File: src/rtl/uart_pkg.sv
// Shared UART definitions: receiver state encoding, baud divisors and buffer sizing.
package uart_pkg;

    localparam int unsigned UART_CLK_HZ = 100_000_000;
    localparam int unsigned RX_FIFO_DEPTH = 16;

    typedef enum logic [1:0] {
        RxIdle  = 2'd0,
        RxStart = 2'd1,
        RxData  = 2'd2,
        RxStop  = 2'd3
    } rx_state_e;

    // Clocks per bit for each baud_rx_sel code, rounded down.
    localparam int unsigned BAUD_CNT_9600   = UART_CLK_HZ / 9600;
    localparam int unsigned BAUD_CNT_19200  = UART_CLK_HZ / 19200;
    localparam int unsigned BAUD_CNT_38400  = UART_CLK_HZ / 38400;
    localparam int unsigned BAUD_CNT_57600  = UART_CLK_HZ / 57600;
    localparam int unsigned BAUD_CNT_115200 = UART_CLK_HZ / 115200;
    localparam int unsigned BAUD_CNT_230400 = UART_CLK_HZ / 230400;
    localparam int unsigned BAUD_CNT_460800 = UART_CLK_HZ / 460800;
    localparam int unsigned BAUD_CNT_921600 = UART_CLK_HZ / 921600;

    function automatic int unsigned baud_cnt(input logic [2:0] sel);
        int unsigned cnt;
        unique case (sel)
            3'd0:    cnt = BAUD_CNT_9600;
            3'd1:    cnt = BAUD_CNT_19200;
            3'd2:    cnt = BAUD_CNT_38400;
            3'd3:    cnt = BAUD_CNT_57600;
            3'd4:    cnt = BAUD_CNT_115200;
            3'd5:    cnt = BAUD_CNT_230400;
            3'd6:    cnt = BAUD_CNT_460800;
            default: cnt = BAUD_CNT_921600;
        endcase
        return cnt;
    endfunction

endpackage

File: src/rtl/uart_fifo_ram.sv
// DEPTH x 8 byte store with one synchronous write port and an asynchronous read port.
module uart_fifo_ram #(
    parameter int unsigned DEPTH  = 16,
    parameter int unsigned ADDR_W = 4
) (
    input  logic              clock,
    input  logic              we,
    input  logic [ADDR_W-1:0] waddr,
    input  logic [7:0]        wdata,
    input  logic [ADDR_W-1:0] raddr,
    output logic [7:0]        rdata
);

    // Contents are undefined after reset; occupancy is tracked by the owner.
    logic [7:0] mem [DEPTH];

    always_ff @(posedge clock) begin
        if (we) begin
            mem[waddr] <= wdata;
        end
    end

    assign rdata = mem[raddr];

endmodule

File: src/rtl/uart_rx_fifo.sv
// UART receive buffer: FWFT byte FIFO with fill level, threshold, overrun and idle-timeout status.
module uart_rx_fifo
    import uart_pkg::*;
#(
    parameter int unsigned DEPTH     = RX_FIFO_DEPTH,
    parameter int unsigned ADDR_W    = $clog2(DEPTH),
    parameter int unsigned TO_CYCLES = 34720
) (
    input  logic              clock,
    input  logic              resetn,
    input  logic              uart_en,
    input  logic              flush,
    input  logic              rec_valid,
    input  logic [7:0]        rec_dat,
    input  logic              rd_en,
    output logic [7:0]        rd_data,
    output logic              empty,
    output logic              full,
    output logic [ADDR_W:0]   count,
    input  logic [ADDR_W:0]   rx_thresh,
    output logic              thresh_irq,
    output logic              overrun,
    input  logic              ovr_clr,
    output logic              rx_timeout
);

    localparam int unsigned IDLE_W = $clog2(TO_CYCLES + 1);
    localparam logic [ADDR_W:0] FULL_CNT = (ADDR_W + 1)'(DEPTH);
    localparam logic [IDLE_W-1:0] IDLE_MAX = IDLE_W'(TO_CYCLES);

    logic [ADDR_W-1:0] wptr_q, wptr_d;
    logic [ADDR_W-1:0] rptr_q, rptr_d;
    logic [ADDR_W:0]   count_q, count_d;
    logic              ovr_q, ovr_d;
    logic [IDLE_W-1:0] idle_q, idle_d;

    logic       do_push;
    logic       do_pop;
    logic       ovr_set;
    logic [7:0] ram_rdata;

    assign empty = (count_q == '0);
    assign full  = (count_q == FULL_CNT);

    // A pop frees a slot in the same cycle, so a full FIFO still accepts a byte then.
    assign do_pop  = rd_en & ~empty & ~flush;
    assign do_push = rec_valid & uart_en & ~flush & (~full | do_pop);
    assign ovr_set = rec_valid & uart_en & full & ~do_pop & ~flush;

    always_comb begin
        wptr_d  = wptr_q;
        rptr_d  = rptr_q;
        count_d = count_q;
        if (flush) begin
            wptr_d  = '0;
            rptr_d  = '0;
            count_d = '0;
        end else begin
            if (do_push) begin
                wptr_d = wptr_q + 1'b1;
            end
            if (do_pop) begin
                rptr_d = rptr_q + 1'b1;
            end
            if (do_push && !do_pop) begin
                count_d = count_q + 1'b1;
            end else if (do_pop && !do_push) begin
                count_d = count_q - 1'b1;
            end
        end
    end

    always_comb begin
        ovr_d = ovr_q;
        if (ovr_set) begin
            ovr_d = 1'b1;
        end else if (ovr_clr) begin
            ovr_d = 1'b0;
        end
    end

    // Idle time only accumulates while bytes sit untouched in the buffer.
    always_comb begin
        idle_d = idle_q;
        if (flush || do_push || do_pop || empty) begin
            idle_d = '0;
        end else if (idle_q != IDLE_MAX) begin
            idle_d = idle_q + 1'b1;
        end
    end

    always_ff @(posedge clock or negedge resetn) begin
        if (!resetn) begin
            wptr_q  <= '0;
            rptr_q  <= '0;
            count_q <= '0;
            ovr_q   <= 1'b0;
            idle_q  <= '0;
        end else begin
            wptr_q  <= wptr_d;
            rptr_q  <= rptr_d;
            count_q <= count_d;
            ovr_q   <= ovr_d;
            idle_q  <= idle_d;
        end
    end

    uart_fifo_ram #(
        .DEPTH  (DEPTH),
        .ADDR_W (ADDR_W)
    ) u_ram (
        .clock (clock),
        .we    (do_push),
        .waddr (wptr_q),
        .wdata (rec_dat),
        .raddr (rptr_q),
        .rdata (ram_rdata)
    );

    assign rd_data    = empty ? 8'h00 : ram_rdata;
    assign count      = count_q;
    assign overrun    = ovr_q;
    assign thresh_irq = (rx_thresh != '0) && (count_q >= rx_thresh);
    assign rx_timeout = (idle_q == IDLE_MAX) && !empty;

endmodule

File: config.mk
export PLATFORM = sky130hd
export DESIGN_NAME = uart_rx_fifo
export DESIGN_NICKNAME = d
export VERILOG_FILES = /design/src/rtl/uart_pkg.sv /design/src/rtl/uart_fifo_ram.sv /design/src/rtl/uart_rx_fifo.sv
export SDC_FILE = /design/constraint.sdc
export NUM_CORES = 1
export LEC_CHECK = 0
export ABC_CLOCK_PERIOD_IN_PS = 3000
export CAP_MARGIN = 30
export CELL_PAD_IN_SITES_DETAIL_PLACEMENT = 0
export CELL_PAD_IN_SITES_GLOBAL_PLACEMENT = 1
export CORE_MARGIN = 2
export CORE_UTILIZATION = 41
export CTS_CLUSTER_DIAMETER = 200
export DETAILED_ROUTE_END_ITERATION = 10
export PLACE_DENSITY_LB_ADDON = 0.05
export REMOVE_ABC_BUFFERS = 1
export SKIP_LAST_GASP = 1
export SYNTH_ARGS = -nofsm -noshare
export SYNTH_HDL_FRONTEND = slang
export SYNTH_HIERARCHICAL = 1
export SYNTH_SLANG_ARGS = --single-unit
File: constraint.sdc
create_clock -name clock -period 3 [get_ports clock]
set_input_delay 0.3 -clock clock [delete_from_list [all_inputs] [get_ports clock]]
set_output_delay 0.3 -clock clock [all_outputs]
set_load 0.01 [all_outputs]
==> impl_metrics.tcl, run 1 <==
set metrics [dict create \
    row_count 47 \
    min_period_over_period_pct 97.2 \
    vias 3846 \
    startpoint_type "flip-flop" \
    hold_buffers 0 \
    status "completed" \
    fmax_ghz 0.343 \
    grt_max_degree 36 \
    pre_cts_ws_ns 0.0887 \
    crit_required_ns 2.70 \
    synth-xor-area-share_pct 2.05 \
    fp.dieH_um 133 \
    synth_top_family_by_area "multiplexers" \
    swShare_pct 26.4 \
    cts_tree "built" \
    synth_mux_area_share_pct 12.5 \
    vias_per_cell 5.25 \
    synth.cell_area_um2 6820 \
    grt_pass1_vias 3951 \
    synth.largest_area_cell "edfxtp_1" \
    track_usage_pct 17.4 \
    regToRegStartpoint "count[1]$_DFFE_PN0P_" \
    cellLeakagePower_uw 0.00291 \
    initial_core_util_pct 41.6 \
    multi_input_area_um2 2110 \
    hold_viol 0 \
    firstDrtPassIters 6 \
    cts_sinks 158 \
    critical_path_class "reg -> out" \
    drt_iter0_drc 259 \
    synth-seq-cells 158 \
    max-slew-margin-rel_pct 59.0 \
    synth_edf_count 128 \
    synthSimpleGateAreaFrac_pct 8.88 \
    switching_power_uw 1610 \
    worst-path-max-fanout 11 \
    synth.distinct_cells 44 \
    drive_gt1_share_pct 20.1 \
    r2r_cells 10 \
    cts_buffers 17 \
    final_util_pct 51.0 \
    layout_min_cycle_time_ns 2.92 \
    intPower_uw 4490 \
    fin_nets 535 \
    maxSlewViolCount 0 \
    syn_inst 418 \
    synthFlopType "edfxtp_1" \
    grt_pass1_wl_mm 22.6 \
    port_buffers 37 \
    p_seq_share_pct 40.6 \
    regArea_um2 4600 \
    ys_warn_count 6 \
    routed_wl_mm 14.4 \
    timing.rr.end "count[4]$_DFFE_PN0P_" \
    die_area_um2 17700 \
    synth-compound-area-share_pct 4.37 \
    maxCapViolCount 0 \
    synth_top_area_share_pct 56.4 \
    combinationalPowerShare_pct 25.4 \
    async_reset_ff_share_pct 19.0 \
    clk_latency_ns 0.42 \
    worstMarginPinSlew_ns 0.613 \
    powerDensity_nw_per_um2 729 \
    antenna_found_initial 0 \
    ant_nets 0 \
    layout_setup_ws_ns 0.0826 \
    critPathLaunch "rptr_q[0]$_DFFE_PN0P_" \
    dp_hpwl_mm 9.00 \
    rrSetupSlack_ns 0.27 \
    syn_avg_cell_area_um2 16.3 \
    peakVddDrop_mv 0.440 \
    drc 0 \
    synthAdderAreaFrac_pct 2.68 \
    pwr-share-clk_pct 34.0 \
    clkTransAtPathRegs_ns 0.06 \
    area_growth_pct 22.6 \
    clock_skew_ns 0.00806 \
    cts_htree_levels 4 \
    fp.coreArea_um2 16400 \
    ios 38 \
    final.setup.tns_ns 0 \
    synth.yosys.seq_area_share_pct 67.4 \
    die_w_um 133 \
    synth_area_leaders "edfxtp_1 56%, dfrtp_1 11%, mux4_2 5.9%, mux4_1 5.4%, ha_1 2.4%" \
    cts_max_path_buffers 2 \
    num_antenna_cells 0 \
    root_buffer "clkbuf_16" \
    worstPathArrival_ns 2.62 \
    grt_overflow 0 \
    place_congestion 0.773 \
    critPathCaptureType "primary output" \
    setup_viol 0 \
    wl_per_cell_um 19.7 \
    fill_cells 1390 \
    hp-class "in -> async" \
]
-- metrics by stage --
step                      hold WS, ns  power, uW  instances  area (um2)
after floorplan               0.00441       3320        403        6720
after global placement          0.509       3950        697        7660
after detailed placement        0.516       3970        697        7660
after CTS                       0.283       6080        728        8250
after global routing            0.333       6400        733        8360
final                           0.289       6100        733        8360
-- final cells by class --
cell class	count	area share, %
clock buffer	17	5.09
clock inverter	14	1.71
inverter	12	0.539
multi-input combinational	233	25.2
sequential	158	55.0
tap	220	3.29
timing repair buffer	79	9.19
-- cell usage after synthesis, types with 2 or more instances --
cell type,instances
nor4_1,3
or3_1,7
nand4_1,6
mux4_2,18
nor3_1,6
or4_1,2
dfrtp_1,30
nand3_1,10
a21o_1,2
nand2b_1,5
edfxtp_1,128
clkbuf_1,4
buf_6,3
nor2b_1,12
o21ai_0,9
inv_1,12
buf_2,3
xnor2_1,8
xor2_1,8
mux2i_1,2
nor2_1,39
nand2_1,19
and4_1,2
nand3b_1,3
ha_1,13
mux4_1,14
mux2_1,4
a21oi_1,11
clkdlybuf4s25_2,3
and2_1,3
a22oi_1,16
-- worst max path at each step --
stage                                      end  slack (ns)  depth (start not counted)
after CTS                           rd_data[4]       -0.04                          6
after global routing                rd_data[4]      -0.007                          6
after floorplan           count[4]$_DFFE_PN0P_        0.13                          9
final                               rd_data[2]        0.08                          6
after global placement    count[4]$_DFFE_PN0P_        0.16                         11
after detailed placement  count[4]$_DFFE_PN0P_        0.09                         11
-- state kept, by name, indices dropped and copies added, names as in the netlist --
name and count:
overrun 1, idle_q 16, u_ram/mem 128, count 5, rptr_q 4, wptr_q 4
-- layout by cell type, fill, tap and decap left out, types with 7 or more instances in the layout --
cell type	count
xnor2_1	8
ha_1	13
mux4_2	18
o21ai_0	9
dfrtp_1	29
mux4_1	14
nor2b_1	12
inv_1	12
clkdlybuf4s50_1	36
buf_4	36
a22oi_2	7
edfxtp_1	128
xor2_1	8
or3_1	7
nand3_1	10
a21oi_1	11
nor2_1	39
nand2_1	19
a22oi_1	9
clkbuf_16	18
-- critical path, cell delays in order (launching register included) --
cell	delay [ns]
dfrtp_2	0.45
buf_12	0.17
mux4_1	0.59
a22oi_2	0.26
nand2_1	0.08
nor2b_1	0.16
clkdlybuf4s50_1	0.48
-- power groups by stage --
stage | registers [uW] | clock network (uW) | logic (uW)
finish | 2470 | 2070 | 1550
detailed placement | 2510 | 0 | 1460
floorplan | 2630 | 0 | 693
global route | 2480 | 2220 | 1700
CTS | 2470 | 2130 | 1480
global placement | 2510 | 0 | 1440
-- metal layers --
metal  vias up  GRT usage, %  wire length (um)
met5         -             0                 0
met4         0          5.38               147
met3        10          4.18               451
met2        48          26.6              6920
met1      1982          24.7              6910
li1       1806             -                 -
-- timing repair --
item                                    CTS  global route
endpoints found under the setup margin    5             6
setup buffers                             0             4
gates resized for setup                   4             7
pin swaps                                 0             1
cloned                                    0             1
-- logic make-up after synthesis --
logic type | Yosys count
AO/OA/AOI/OAI | 44
XOR/XNOR | 16
adder cells (fa/ha/maj) | 14
buffers and inverters | 27
flip-flops | 158
multiplexers | 39
AND/OR/NAND/NOR | 120
(Power assumes the default switching activity.)
==> inputs of run 2 (changes only) <==
--- a/config.mk
+++ b/config.mk
@@ -5,7 +5,7 @@
 export SDC_FILE = /design/constraint.sdc
 export NUM_CORES = 1
 export LEC_CHECK = 0
-export ABC_CLOCK_PERIOD_IN_PS = 3000
+export ABC_CLOCK_PERIOD_IN_PS = 3300
 export CAP_MARGIN = 30
 export CELL_PAD_IN_SITES_DETAIL_PLACEMENT = 0
 export CELL_PAD_IN_SITES_GLOBAL_PLACEMENT = 1
==> constraint.sdc (replaced) <==
create_clock -name clock -period 3.3 [get_ports clock]
set_input_delay 0.33 -clock clock [delete_from_list [all_inputs] [get_ports clock]]
set_output_delay 0.33 -clock clock [all_outputs]
set_load 0.01 [all_outputs]
==> run 2 against run 1 <==
Net effect:
- first-iteration DRC count rose by 1.2%
- combinational power fell by 20%
- register-to-register slack got worse by 0.04 ns
- hold slack improved by 0.026 ns
- non-clock buffer count fell by 11
- highest routed layer unchanged
==> impl_metrics.tcl, run 2 (synthesis gave the netlist of run 1 again) <==
set metrics [dict create \
    status "completed" \
    row_count 47 \
    drt_iter0_drc 262 \
    rsz0062_at_grt "false" \
    regMostFlops "u_ram/mem" \
    cts_htree_levels 4 \
    die_w_um 133 \
    worstMarginPinSlew_ns 0.672 \
    clk_latency_ns 0.42 \
    vias_per_cell 5.21 \
    combinationalPowerShare_pct 22.6 \
    fmax_ghz 0.316 \
    antenna_found_initial 0 \
    cts_sinks 158 \
    cts_tree "built" \
    maxSlewViolCount 0 \
    switching_power_uw 1430 \
    fp.coreArea_um2 16400 \
    max-slew-margin-rel_pct 54.7 \
    swShare_pct 26.1 \
    worst-path-max-fanout 23 \
    critical_path_class "reg -> out" \
    maxCapViolCount 0 \
    num_antenna_cells 0 \
    final.setup.tns_ns 0 \
    ant_nets 0 \
    die_area_um2 17700 \
    port_buffers 37 \
    grt_overflow 0 \
    area_growth_pct 20.5 \
    powerDensity_nw_per_um2 668 \
    clkTransAtPathRegs_ns 0.06 \
    routed_wl_mm 14.1 \
    hp-class "in -> async" \
    place_area_um2 7620 \
    clock_skew_ns 0.00806 \
    largest_reg_flops 128 \
    layout_min_cycle_time_ns 3.16 \
    postCtsSetupBuffers 0 \
    ios 38 \
    cellLeakagePower_uw 0.00285 \
    worstPathArrival_ns 2.83 \
    dp_hpwl_mm 9.07 \
    fin_nets 524 \
    initial_core_util_pct 41.6 \
    vias 3759 \
    grt_pass1_wl_mm 22.4 \
    design_area_um2 8220 \
    firstDrtPassIters 4 \
    startpoint_type "flip-flop" \
    track_usage_pct 17.1 \
    grt_max_degree 31 \
    min_period_over_period_pct 95.8 \
    peakVddDrop_mv 0.414 \
    intPower_uw 4060 \
    grt_pass1_vias 3913 \
    cts_buffers 17 \
    root_buffer "clkbuf_16" \
    mostFrequentLayoutCells "128 x edfxtp_1, 39 x nor2_1, 37 x clkdlybuf4s50_1" \
    crit_required_ns 2.97 \
    critPathCaptureType "primary output" \
    drive_gt1_share_pct 16.9 \
    layout_commonest_cell "edfxtp_1" \
    pwr-share-clk_pct 35.9 \
    hold_viol 0 \
    p_seq_share_pct 41.5 \
    place_congestion 0.735 \
    cts_max_path_buffers 2 \
    setup_viol 0 \
    fp.dieH_um 133 \
    drc 0 \
    wl_per_cell_um 19.5 \
]
==> run 2: through the flow <==
stage          instances  power [uW]  util, %  hold WS, ns  setup WS, ns
2_1_floorplan        403        3020        -       0.0344         0.432
3_3_place_gp         691        3570     46.4        0.509         0.274
3_5_place_dp         691        3580     46.4        0.530         0.159
4_1_cts              722        5550     50.1        0.322        0.0766
5_1_grt              722        5760     50.1        0.350       0.00961
6_report             722        5490     50.1        0.314         0.137
==> run 2: repair_timing <==
action | CTS | global route
setup endpoints to repair | 0 | 1
hold buffers | 0 | 0
gates resized for setup | 0 | 1
==> run 2: final timing paths <==
| check | startpoint | endpoint | slack (ns) | cells after the start |
|---|---|---|---|---|
| max | rptr_q[0]$_DFFE_PN0P_ | rd_data[4] | 0.14 | 6 |
| min | resetn | idle_q[12]$_DFFE_PN0P_ | 0.31 | 2 |
| min in group clock | ovr_clr | overrun$_DFFE_PN0P_ | 0.48 | 2 |
| max in group asynchronous | resetn | rptr_q[0]$_DFFE_PN0P_ | 2.65 | 2 |
| max reg2reg | count[1]$_DFFE_PN0P_ | count[4]$_DFFE_PN0P_ | 0.23 | 9 |
| min reg2reg | overrun$_DFFE_PN0P_ | overrun$_DFFE_PN0P_ | 0.53 | 2 |
==> run 2: layer usage <==
layer	global-route usage, %	routed length, um	vias up
met1	24.0	6790	1908
met2	26.5	6630	63
met4	6.57	233	0
met3	3.52	455	16
li1	-	-	1772
met5	0	0	-
==> run 2: worst max-delay path: stages (launching register included) <==
cell and delay (ns):
dfrtp_2 0.52, buf_12 0.26, mux4_1 0.60, a22oi_1 0.31, nand2_1 0.10, nor2b_1 0.14
clkdlybuf4s50_1 0.48
==> run 2: layout make-up <==
cell class | count | area (um2)
Tap cell | 220 | 275
Timing Repair Buffer | 68 | 628
Clock inverter | 12 | 161
Sequential cell | 158 | 4600
Multi-Input combinational cell | 233 | 2080
Fill cell | 1395 | 8190
Inverter | 12 | 45.0
Clock buffer | 19 | 433
==> run 2: power by group through the flow <==
stage / Combinational (uW) / Clock, uW / Sequential [uW]
2_1_floorplan: 630 / 0 / 2390
3_3_place_gp: 1250 / 0 / 2320
3_5_place_dp: 1250 / 0 / 2320
4_1_cts: 1260 / 2010 / 2280
5_1_grt: 1360 / 2120 / 2290
6_report: 1240 / 1970 / 2280
